## config.mk

```make
export PLATFORM = sky130hd
export DESIGN_NAME = and_unit_rr_arbiter_flat
export DESIGN_NICKNAME = d
export VERILOG_FILES = /design/src/rtl/and_unit_rr_arbiter_if.sv /design/src/rtl/and_unit_rr_arbiter.sv /design/src/flat_wrapper.sv
export SDC_FILE = /design/constraint.sdc
export NUM_CORES = 1
export LEC_CHECK = 0
export ABC_AREA = 0
export CAP_MARGIN = 20
export CORE_ASPECT_RATIO = 1.75
export CORE_MARGIN = 4
export CORE_UTILIZATION = 40
export CTS_BUF_LIST = sky130_fd_sc_hd__clkbuf_2 sky130_fd_sc_hd__clkbuf_4 sky130_fd_sc_hd__clkbuf_8
export DETAILED_ROUTE_END_ITERATION = 7
export GPL_TIMING_DRIVEN = 0
export HOLD_SLACK_MARGIN = 0.02
export PLACE_DENSITY_LB_ADDON = 0.3
export SLEW_MARGIN = 20
export SYNTH_ARGS = -nofsm -noshare
export SYNTH_HDL_FRONTEND = slang
export SYNTH_SLANG_ARGS = --single-unit
```

## constraint.sdc

```tcl
create_clock -name clk -period 2.8 [get_ports clk]
set_input_delay 0.7 -clock clk [delete_from_list [all_inputs] [get_ports clk]]
set_output_delay 0.7 -clock clk [all_outputs]
set_load 0.03 [all_outputs]
```

## src/rtl/and_unit_rr_arbiter_if.sv

```systemverilog
// Bundle of request, shared-unit and response signals for the round-robin
// AND-unit arbiter. The arbiter connects through the slave modport; the
// requester/unit/consumer side connects through the master modport.
interface and_unit_rr_arbiter_if #(
  parameter int NUM_REQ = 4,
  parameter int DATA_W  = 8
);
  localparam int ID_W = $clog2(NUM_REQ);

  logic [NUM_REQ-1:0]        req_valid;
  logic [NUM_REQ-1:0]        req_ready;
  logic [NUM_REQ*DATA_W-1:0] req_a;
  logic [NUM_REQ*DATA_W-1:0] req_b;
  logic [DATA_W-1:0]         unit_a;
  logic [DATA_W-1:0]         unit_b;
  logic [DATA_W-1:0]         unit_y;
  logic                      resp_valid;
  logic                      resp_ready;
  logic [DATA_W-1:0]         resp_y;
  logic [ID_W-1:0]           resp_id;

  modport master (
    output req_valid, req_a, req_b, unit_y, resp_ready,
    input  req_ready, unit_a, unit_b, resp_valid, resp_y, resp_id
  );

  modport slave (
    input  req_valid, req_a, req_b, unit_y, resp_ready,
    output req_ready, unit_a, unit_b, resp_valid, resp_y, resp_id
  );
endinterface

```

## src/rtl/and_unit_rr_arbiter.sv

```systemverilog
// Round-robin arbiter/sequencer sharing one registered AND unit among
// NUM_REQ requesters. One job at a time: IDLE (arbitrate/accept) ->
// EXEC (UNIT_LAT+1 cycles) -> RESP (hold result until consumed).
// Optional feature macro: GATE_ARB_STATS_EN adds a saturating 16-bit
// op_count output counting completed response handshakes.
module and_unit_rr_arbiter #(
  parameter int NUM_REQ  = 4,
  parameter int DATA_W   = 8,
  parameter int UNIT_LAT = 1
) (
  input  logic                 clk,
  input  logic                 rst,
  and_unit_rr_arbiter_if.slave bus
`ifdef GATE_ARB_STATS_EN
  ,
  output logic [15:0]          op_count
`endif
);
  localparam int ID_W  = $clog2(NUM_REQ);
  localparam int CNT_W = $clog2(UNIT_LAT + 1) + 1;

  typedef enum logic [1:0] {
    IDLE,
    EXEC,
    RESP
  } state_t;

  state_t            state;
  logic [ID_W-1:0]   rr_ptr;
  logic [ID_W-1:0]   winner;
  logic [ID_W-1:0]   ptr_next;
  logic              found;
  logic              accept;
  logic [CNT_W-1:0]  exec_cnt;

  // Pick the first valid requester at or above rr_ptr, wrapping to 0.
  always_comb begin
    int idx;
    found  = 1'b0;
    winner = '0;
    idx    = 0;
    for (int k = 0; k < NUM_REQ; k++) begin
      idx = int'(rr_ptr) + k;
      if (idx >= NUM_REQ) idx = idx - NUM_REQ;
      if (!found && bus.req_valid[idx]) begin
        found  = 1'b1;
        winner = ID_W'(idx);
      end
    end
  end

  assign accept   = (state == IDLE) && found && !rst;
  assign ptr_next = (winner == ID_W'(NUM_REQ - 1)) ? '0 : winner + 1'b1;

  // Grant only the winner, only while idle and out of reset.
  always_comb begin
    bus.req_ready = '0;
    if (accept) bus.req_ready[winner] = 1'b1;
  end

  // Job sequencer: accept, wait out the unit latency, then hold the response.
  always_ff @(posedge clk) begin
    if (rst) begin
      state          <= IDLE;
      rr_ptr         <= '0;
      exec_cnt       <= '0;
      bus.unit_a     <= '0;
      bus.unit_b     <= '0;
      bus.resp_valid <= 1'b0;
      bus.resp_y     <= '0;
      bus.resp_id    <= '0;
    end else begin
      case (state)
        IDLE: begin
          if (accept) begin
            bus.unit_a  <= bus.req_a[int'(winner)*DATA_W +: DATA_W];
            bus.unit_b  <= bus.req_b[int'(winner)*DATA_W +: DATA_W];
            bus.resp_id <= winner;
            rr_ptr      <= ptr_next;
            exec_cnt    <= '0;
            state       <= EXEC;
          end
        end
        EXEC: begin
          if (exec_cnt == CNT_W'(UNIT_LAT)) begin
            bus.resp_y     <= bus.unit_y;
            bus.resp_valid <= 1'b1;
            state          <= RESP;
          end else begin
            exec_cnt <= exec_cnt + 1'b1;
          end
        end
        RESP: begin
          if (bus.resp_ready) begin
            bus.resp_valid <= 1'b0;
            state          <= IDLE;
          end
        end
        default: state <= IDLE;
      endcase
    end
  end

`ifdef GATE_ARB_STATS_EN
  // Count consumed responses, sticking at the maximum.
  always_ff @(posedge clk) begin
    if (rst) begin
      op_count <= '0;
    end else if (bus.resp_valid && bus.resp_ready && (op_count != 16'hFFFF)) begin
      op_count <= op_count + 16'd1;
    end
  end
`endif

endmodule

```

## src/flat_wrapper.sv

```systemverilog
// flat-port wrapper written by rule: the top's interface ports become plain ports
module and_unit_rr_arbiter_flat 
#(
  parameter int NUM_REQ  = 4,
  parameter int DATA_W   = 8,
  parameter int UNIT_LAT = 1
)
  (clk, rst, bus_req_valid, bus_req_a, bus_req_b, bus_unit_y, bus_resp_ready, bus_req_ready, bus_unit_a, bus_unit_b, bus_resp_valid, bus_resp_y, bus_resp_id);
  and_unit_rr_arbiter_if #(.NUM_REQ(NUM_REQ), .DATA_W(DATA_W)) bus_i ();
  input  logic clk;
  input  logic rst;
  input wire logic [$bits(bus_i.req_valid)-1:0] bus_req_valid;
  input wire logic [$bits(bus_i.req_a)-1:0] bus_req_a;
  input wire logic [$bits(bus_i.req_b)-1:0] bus_req_b;
  input wire logic [$bits(bus_i.unit_y)-1:0] bus_unit_y;
  input wire logic [$bits(bus_i.resp_ready)-1:0] bus_resp_ready;
  output wire logic [$bits(bus_i.req_ready)-1:0] bus_req_ready;
  output wire logic [$bits(bus_i.unit_a)-1:0] bus_unit_a;
  output wire logic [$bits(bus_i.unit_b)-1:0] bus_unit_b;
  output wire logic [$bits(bus_i.resp_valid)-1:0] bus_resp_valid;
  output wire logic [$bits(bus_i.resp_y)-1:0] bus_resp_y;
  output wire logic [$bits(bus_i.resp_id)-1:0] bus_resp_id;
  assign bus_i.req_valid = bus_req_valid;
  assign bus_i.req_a = bus_req_a;
  assign bus_i.req_b = bus_req_b;
  assign bus_i.unit_y = bus_unit_y;
  assign bus_i.resp_ready = bus_resp_ready;
  assign bus_req_ready = bus_i.req_ready;
  assign bus_unit_a = bus_i.unit_a;
  assign bus_unit_b = bus_i.unit_b;
  assign bus_resp_valid = bus_i.resp_valid;
  assign bus_resp_y = bus_i.resp_y;
  assign bus_resp_id = bus_i.resp_id;
  and_unit_rr_arbiter #(.NUM_REQ(NUM_REQ), .DATA_W(DATA_W), .UNIT_LAT(UNIT_LAT)) u_core (.clk(clk), .rst(rst), .bus(bus_i));
endmodule
```

Yosys cells after proc, flatten, opt, wreduce, memory -nomap -nowiden --
Cells that the tools add are included. W data, S select, Z words.
Operators by class: add/sub/neg operators 9, $mul 0, div/mod/pow operators 0, order comparisons 10, eq/ne operators 8, shift operators 2, mux-type cells 38, bitwise gates (word level) 0, reduce and logical (&&, ||, !) cells 18
Operator list (number):
- $lt A32 B4 Y1 const B | 4
- $mux W32 | 4
- $ge A32 B4 Y1 const B | 3
- $sub A32 B4 Y32 const B | 3
- $shiftx A32 B6 Y8 | 2
- $mux W2 | 10
- $mux W1 | 15
- $reduce_and A3 Y1 | 3
- $bmux W1 S2 | 4
- $add A2 B2 Y3 const B | 2
- $logic_and A1 B1 Y1 | 6
- $pmux W2 S3 | 1
- $add A2 B1 Y2 const B | 2
- $eq A2 B1 Y1 const B | 2
- $eq A2 B2 Y1 const B | 2
- $logic_not A1 Y1 | 4
- $mux W4 | 1
- $ne A2 B1 Y1 const B | 2
- $ne A2 B2 Y1 const B | 2
- $pmux W2 S2 | 1
- $reduce_and A2 Y1 | 2
- $reduce_bool A2 Y1 | 2
- $sub A2 B3 Y4 const B | 1
- $add A2 B1 Y3 const B | 1
- other kinds (6) | 6
Storage, ports and cells: register bits 33, bits in latches 0, bits in writable memories 0, memory bits (read-only) 0, input port bits 79, word-level logic and storage cells 93, memories kept 0

Logic depth before layout (Yosys ltp) --
depth after elaboration 20, gate-level depth with buffers 8

Worst setup path after synthesis --
Ideal clock, no wire load.
path type input-to-output, from input port bus_req_valid[2], to output port bus_req_ready[3], arrival 2.077 ns, required time 2.100 ns, path slack 0.023 ns, stages 7, cells stage by stage nor2b_1 -> nor4_4 -> nor2_4 -> buf_6 -> inv_1 -> ha_1 -> and2_1
Between the ends: cells in the longest elaborated chain, start to end 18, elaborated cells between the ends (all ways) 34
RTL lines:
- from (decl) | line flat_wrapper.sv:12 | input wire logic [$bits(bus_i.req_valid)-1:0] bus_req_valid;
- $bmux W1 S2 | line and_unit_rr_arbiter.sv:45 | if (!found && bus.req_valid[idx]) begin
- $mux W1 (not written as such) (2 in a row) | line and_unit_rr_arbiter.sv:45
- $mux W1 | line and_unit_rr_arbiter.sv:45
- $logic_not A1 Y1 | line and_unit_rr_arbiter.sv:45
- $logic_and A1 B1 Y1 | line and_unit_rr_arbiter.sv:45
- $mux W1 | line and_unit_rr_arbiter.sv:45
- $logic_not A1 Y1 | line and_unit_rr_arbiter.sv:45
- $logic_and A1 B1 Y1 | line and_unit_rr_arbiter.sv:45
- (+2 left out)
- $logic_and A1 B1 Y1 | line and_unit_rr_arbiter.sv:45
- $mux W2 * | line and_unit_rr_arbiter.sv:45
- named net u_core.winner[0] | line and_unit_rr_arbiter.sv:30 | logic [ID_W-1:0] winner;
- $lt A2 B3 Y1 (not written as such) / $ge A2 B1 Y1 (equally long branches) | line and_unit_rr_arbiter.sv:58 | if (accept) bus.req_ready[winner] = 1'b1;
- $logic_and A1 B1 Y1 (not written as such) | line and_unit_rr_arbiter.sv:58
- $mux W1 (not written as such) | line and_unit_rr_arbiter.sv:58
- $demux W1 S2 *
- $mux W4 * | line and_unit_rr_arbiter.sv:58
- to (decl) | line flat_wrapper.sv:17 | output wire logic [$bits(bus_i.req_ready)-1:0] bus_req_ready;
The timed path passes the listed nets; every way through them passes the cells marked *. The select of a mux whose other input is x is not followed.

Worst setup path in the final report --
from input port rst, to output port bus_req_ready[1]
Between the ends: cells in the longest elaborated chain, start to end 3
RTL lines:
- from (decl) | line flat_wrapper.sv:11 | input logic rst;
- $logic_not A1 Y1 | line and_unit_rr_arbiter.sv:52 | assign accept = (state == IDLE) && found && !rst;
- $logic_and A1 B1 Y1 | line and_unit_rr_arbiter.sv:52
- $mux W4 | line and_unit_rr_arbiter.sv:58
No other way between the ends.

==> results.cfg <==
[synthesis]
post_synth_num_cell_types = 41
synth.most_common_cell = dfxtp_1
syn-cell-area_mm2 = 0.00194
async_reset_ff_frac = 0
synthCells = 221
yosysTopAreaCell = dfxtp_1
synth-seq-area-share = 0.340
synth_edf_count = 0
yosysWarnings = 0
synthFlopType = dfxtp_1
ys_seq_elements = 33
synth_area_per_cell_um2 = 8.79
yosys-top-cells-count = dfxtp_1 (33), nand2_1 (21), nand3_1 (17)
synth_nets = 305
synth_area_leaders = dfxtp_1 (34%), a221o_1 (7.7%), mux2_4 (6.2%)
synth_top_area_share = 0.340

[floorplan]
core_area_mm2 = 0.00471
rows = 33
num_io_pins = 110
dieArea_mm2 = 0.00608
fp.dieW_um = 60.7
dieHeight_um = 100
start_util = 0.413

[worst_setup_path]
crit_path_end_kind = primary output
cp_max_fo = 10
critPathRequiredTime_ns = 2.10
crit_arrival_ns = 2.01
critical_path_class = primary input to primary output
path_cells = clkdlybuf4s50_1, buf_4, nor4_4, and2_1, buf_6
reg2regPathDepth = 6
cp-start-kind = primary input
critical_path.max_stage_delay_ns = 0.42
worstSetupPathDepth = 5
crit_buf_inv = 3
slowest_stage = clkdlybuf4s50_1
critical_path.top_delay_family = buffers and inverters

[detailed_routing]
vias = 2164
post-route-drc-count = 0
drtPass1Iterations = 4
ant_nets = 0
wirelength_um = 6360
vias_per_cell = 5.40
dr.first_iter.drc_count = 78
routedWlPerCell_um = 15.9

[placed_design]
port-buffer-count = 109
hpwlAfterDp_um = 4780
place.gp.congestion = 0.760
place_area_mm2 = 0.00310

[outcome]
status = complete, no violations

[run]
drv_cap = 0

[min_path]
hold_class = register to register
min_path_cells = 2

[clock_tree]
clock-sinks = 33
clk_pin_slew_ns = 0.07
cts_root_buf = clkbuf_8
cts.path.max_buffers = 2
cts_tree = yes
cts_inserted_buffers = 5
clk_latency_ns = 0.29
cts-hold-fix-buffers = 0
h-tree-depth = 2

[sta]
report.final.setup_viol = 0
clock.fmax_ghz = 0.369
tightest_slew_ns = 0.579
max-slew-margin-rel = 0.611
finalMaxSlewViolations = 0
skew_ns = 0.00648
post-route-min-period_ns = 2.71
finalCritPeriodShare = 0.967
finalHoldViolations = 0
rsz0062_at_grt = false

[layout]
fin_util = 0.707
fillers = 383
final_nets = 432
antennaDiodeCount = 0
design_area_mm2 = 0.00333
drive_above_1_share = 0.192
area_growth_pct = 71.3

[power]
totalPowerFinal_w = 0.00182
combPwrFrac = 0.420
irDropWorstVdd_mv = 0.446
p_seq_frac = 0.316
internal_power_w = 0.00123
power-per-cell-area_mw_per_mm2 = 546
switching_share = 0.325
clockPowerShare = 0.264
p_leak_nw = 1.30
switchingPower_w = 0.000590

[global_route]
grt_pass1_vias = 2136
grt_overflow_total = 0
antenna_found_initial = 0
grt_util_all_layers = 0.210
grt_pass1_wl_um = 9940
grt_max_degree = 11
==> layout by cell type (no fill, tap or decap), types with 3 or more instances in the layout <==
master / synthesis / final
mux2_4: 8 / 8
clkbuf_8: 0 / 6
nand3_1: 17 / 17
mux2_2: 7 / 7
clkbuf_2: 1 / 3
and2_1: 4 / 4
a21oi_1: 16 / 16
nand2_1: 21 / 21
o21ai_0: 16 / 16
nor2_1: 14 / 13
clkdlybuf4s50_1: 0 / 101
a221o_1: 15 / 15
buf_2: 4 / 7
buf_4: 0 / 15
a21boi_0: 12 / 12
dfxtp_1: 33 / 33
or3_1: 3 / 3
a21boi_1: 4 / 4
clkbuf_1: 8 / 6
inv_1: 5 / 4
ha_1: 5 / 5
==> power by group through the flow <==
| stage | clock, W | combinational (W) | sequential, W |
|---|---|---|---|
| global placement | 0 | 0.000706 | 0.000579 |
| floorplan | 0 | 0.000320 | 0.000682 |
| detailed placement | 0 | 0.000717 | 0.000583 |
| CTS | 0.000481 | 0.000745 | 0.000573 |
| finish | 0.000479 | 0.000764 | 0.000573 |
| global route | 0.000502 | 0.000820 | 0.000581 |
==> worst paths after layout <==
kind	startpoint	endpoint	slack [ns]
worst min register to register	u_core.bus.resp_y[4]$_SDFFE_PP0P_	u_core.bus.resp_y[4]$_SDFFE_PP0P_	0.45
worst min-delay path	u_core.bus.resp_y[4]$_SDFFE_PP0P_	u_core.bus.resp_y[4]$_SDFFE_PP0P_	0.45
worst max-delay path	rst	bus_req_ready[1]	0.09
worst max register to register	u_core.state[1]$_SDFFE_PP0P_	u_core.bus.unit_a[2]$_SDFFE_PP0P_	0.65
==> per-stage QoR <==
stage               hold WS [ns]  cells  setup WS (ns)  setup TNS [ns]
floorplan                  0.456    221         0.0233               0
global placement           0.441    382          -1.31           -8.85
detailed placement         0.448    382          -1.31           -9.55
CTS                        0.457    396        0.00647               0
global route               0.480    401        0.00542               0
finish                     0.454    401         0.0923               0
==> kinds of logic (layout without fill, tap and decap cells) <==
logic type	count (synthesis)	after routing	synth area share
flops	33	33	0.340
compound gates	73	73	0.272
simple gates	74	74	0.202
buf+inv	20	148	0.0457
mux	16	16	0.108
fa+ha+maj	5	5	0.0322
==> tightest hold or removal path, delay by kind of cell (launching register included) <==
| kind | cells | cell delay [ns] |
|---|---|---|
| flip-flops | 1 | 0.31 |
| AND/OR/NAND/NOR | 1 | 0.05 |
| AO/OA/AOI/OAI | 1 | 0.05 |
==> routing by layer <==
metal	vias up	part of all wire	global-route usage	wire, µm
li1	1064	-	-	-
met1	1013	0.39	0.237	2460
met2	79	0.52	0.373	3280
met3	8	0.082	0.0528	523
met4	0	0.016	0.0668	100
met5	-	0	0	0
==> final cells by class <==
type	instances	area, µm²	area share
buffer	14	63.8	0.0192
clock buffer	7	90.1	0.0271
clock inverter	1	30.0	0.00903
inverter	5	18.8	0.00564
multi-input combinational	168	1240	0.373
sequential	33	661	0.199
tap	52	65.1	0.0196
timing repair buffer	121	1160	0.348
==> sequential cells by signal, indices dropped and copies added (netlist names) <==
register,cells
u_core.bus.resp_y,8
u_core.bus.unit_a,8
u_core.bus.unit_b,8
u_core.bus.resp_id,2
u_core.exec_cnt,2
u_core.rr_ptr,2
u_core.state,2
u_core.bus.resp_valid,1
==> timing repair <==
action / in CTS / in global routing
endpoints found under the hold margin: 0 / 0
resized for setup: 43 / 20
setup endpoints to repair: 15 / 14
pin swaps: 6 / 6
buffers inserted: 7 / 5
(Power assumes the default switching activity.)
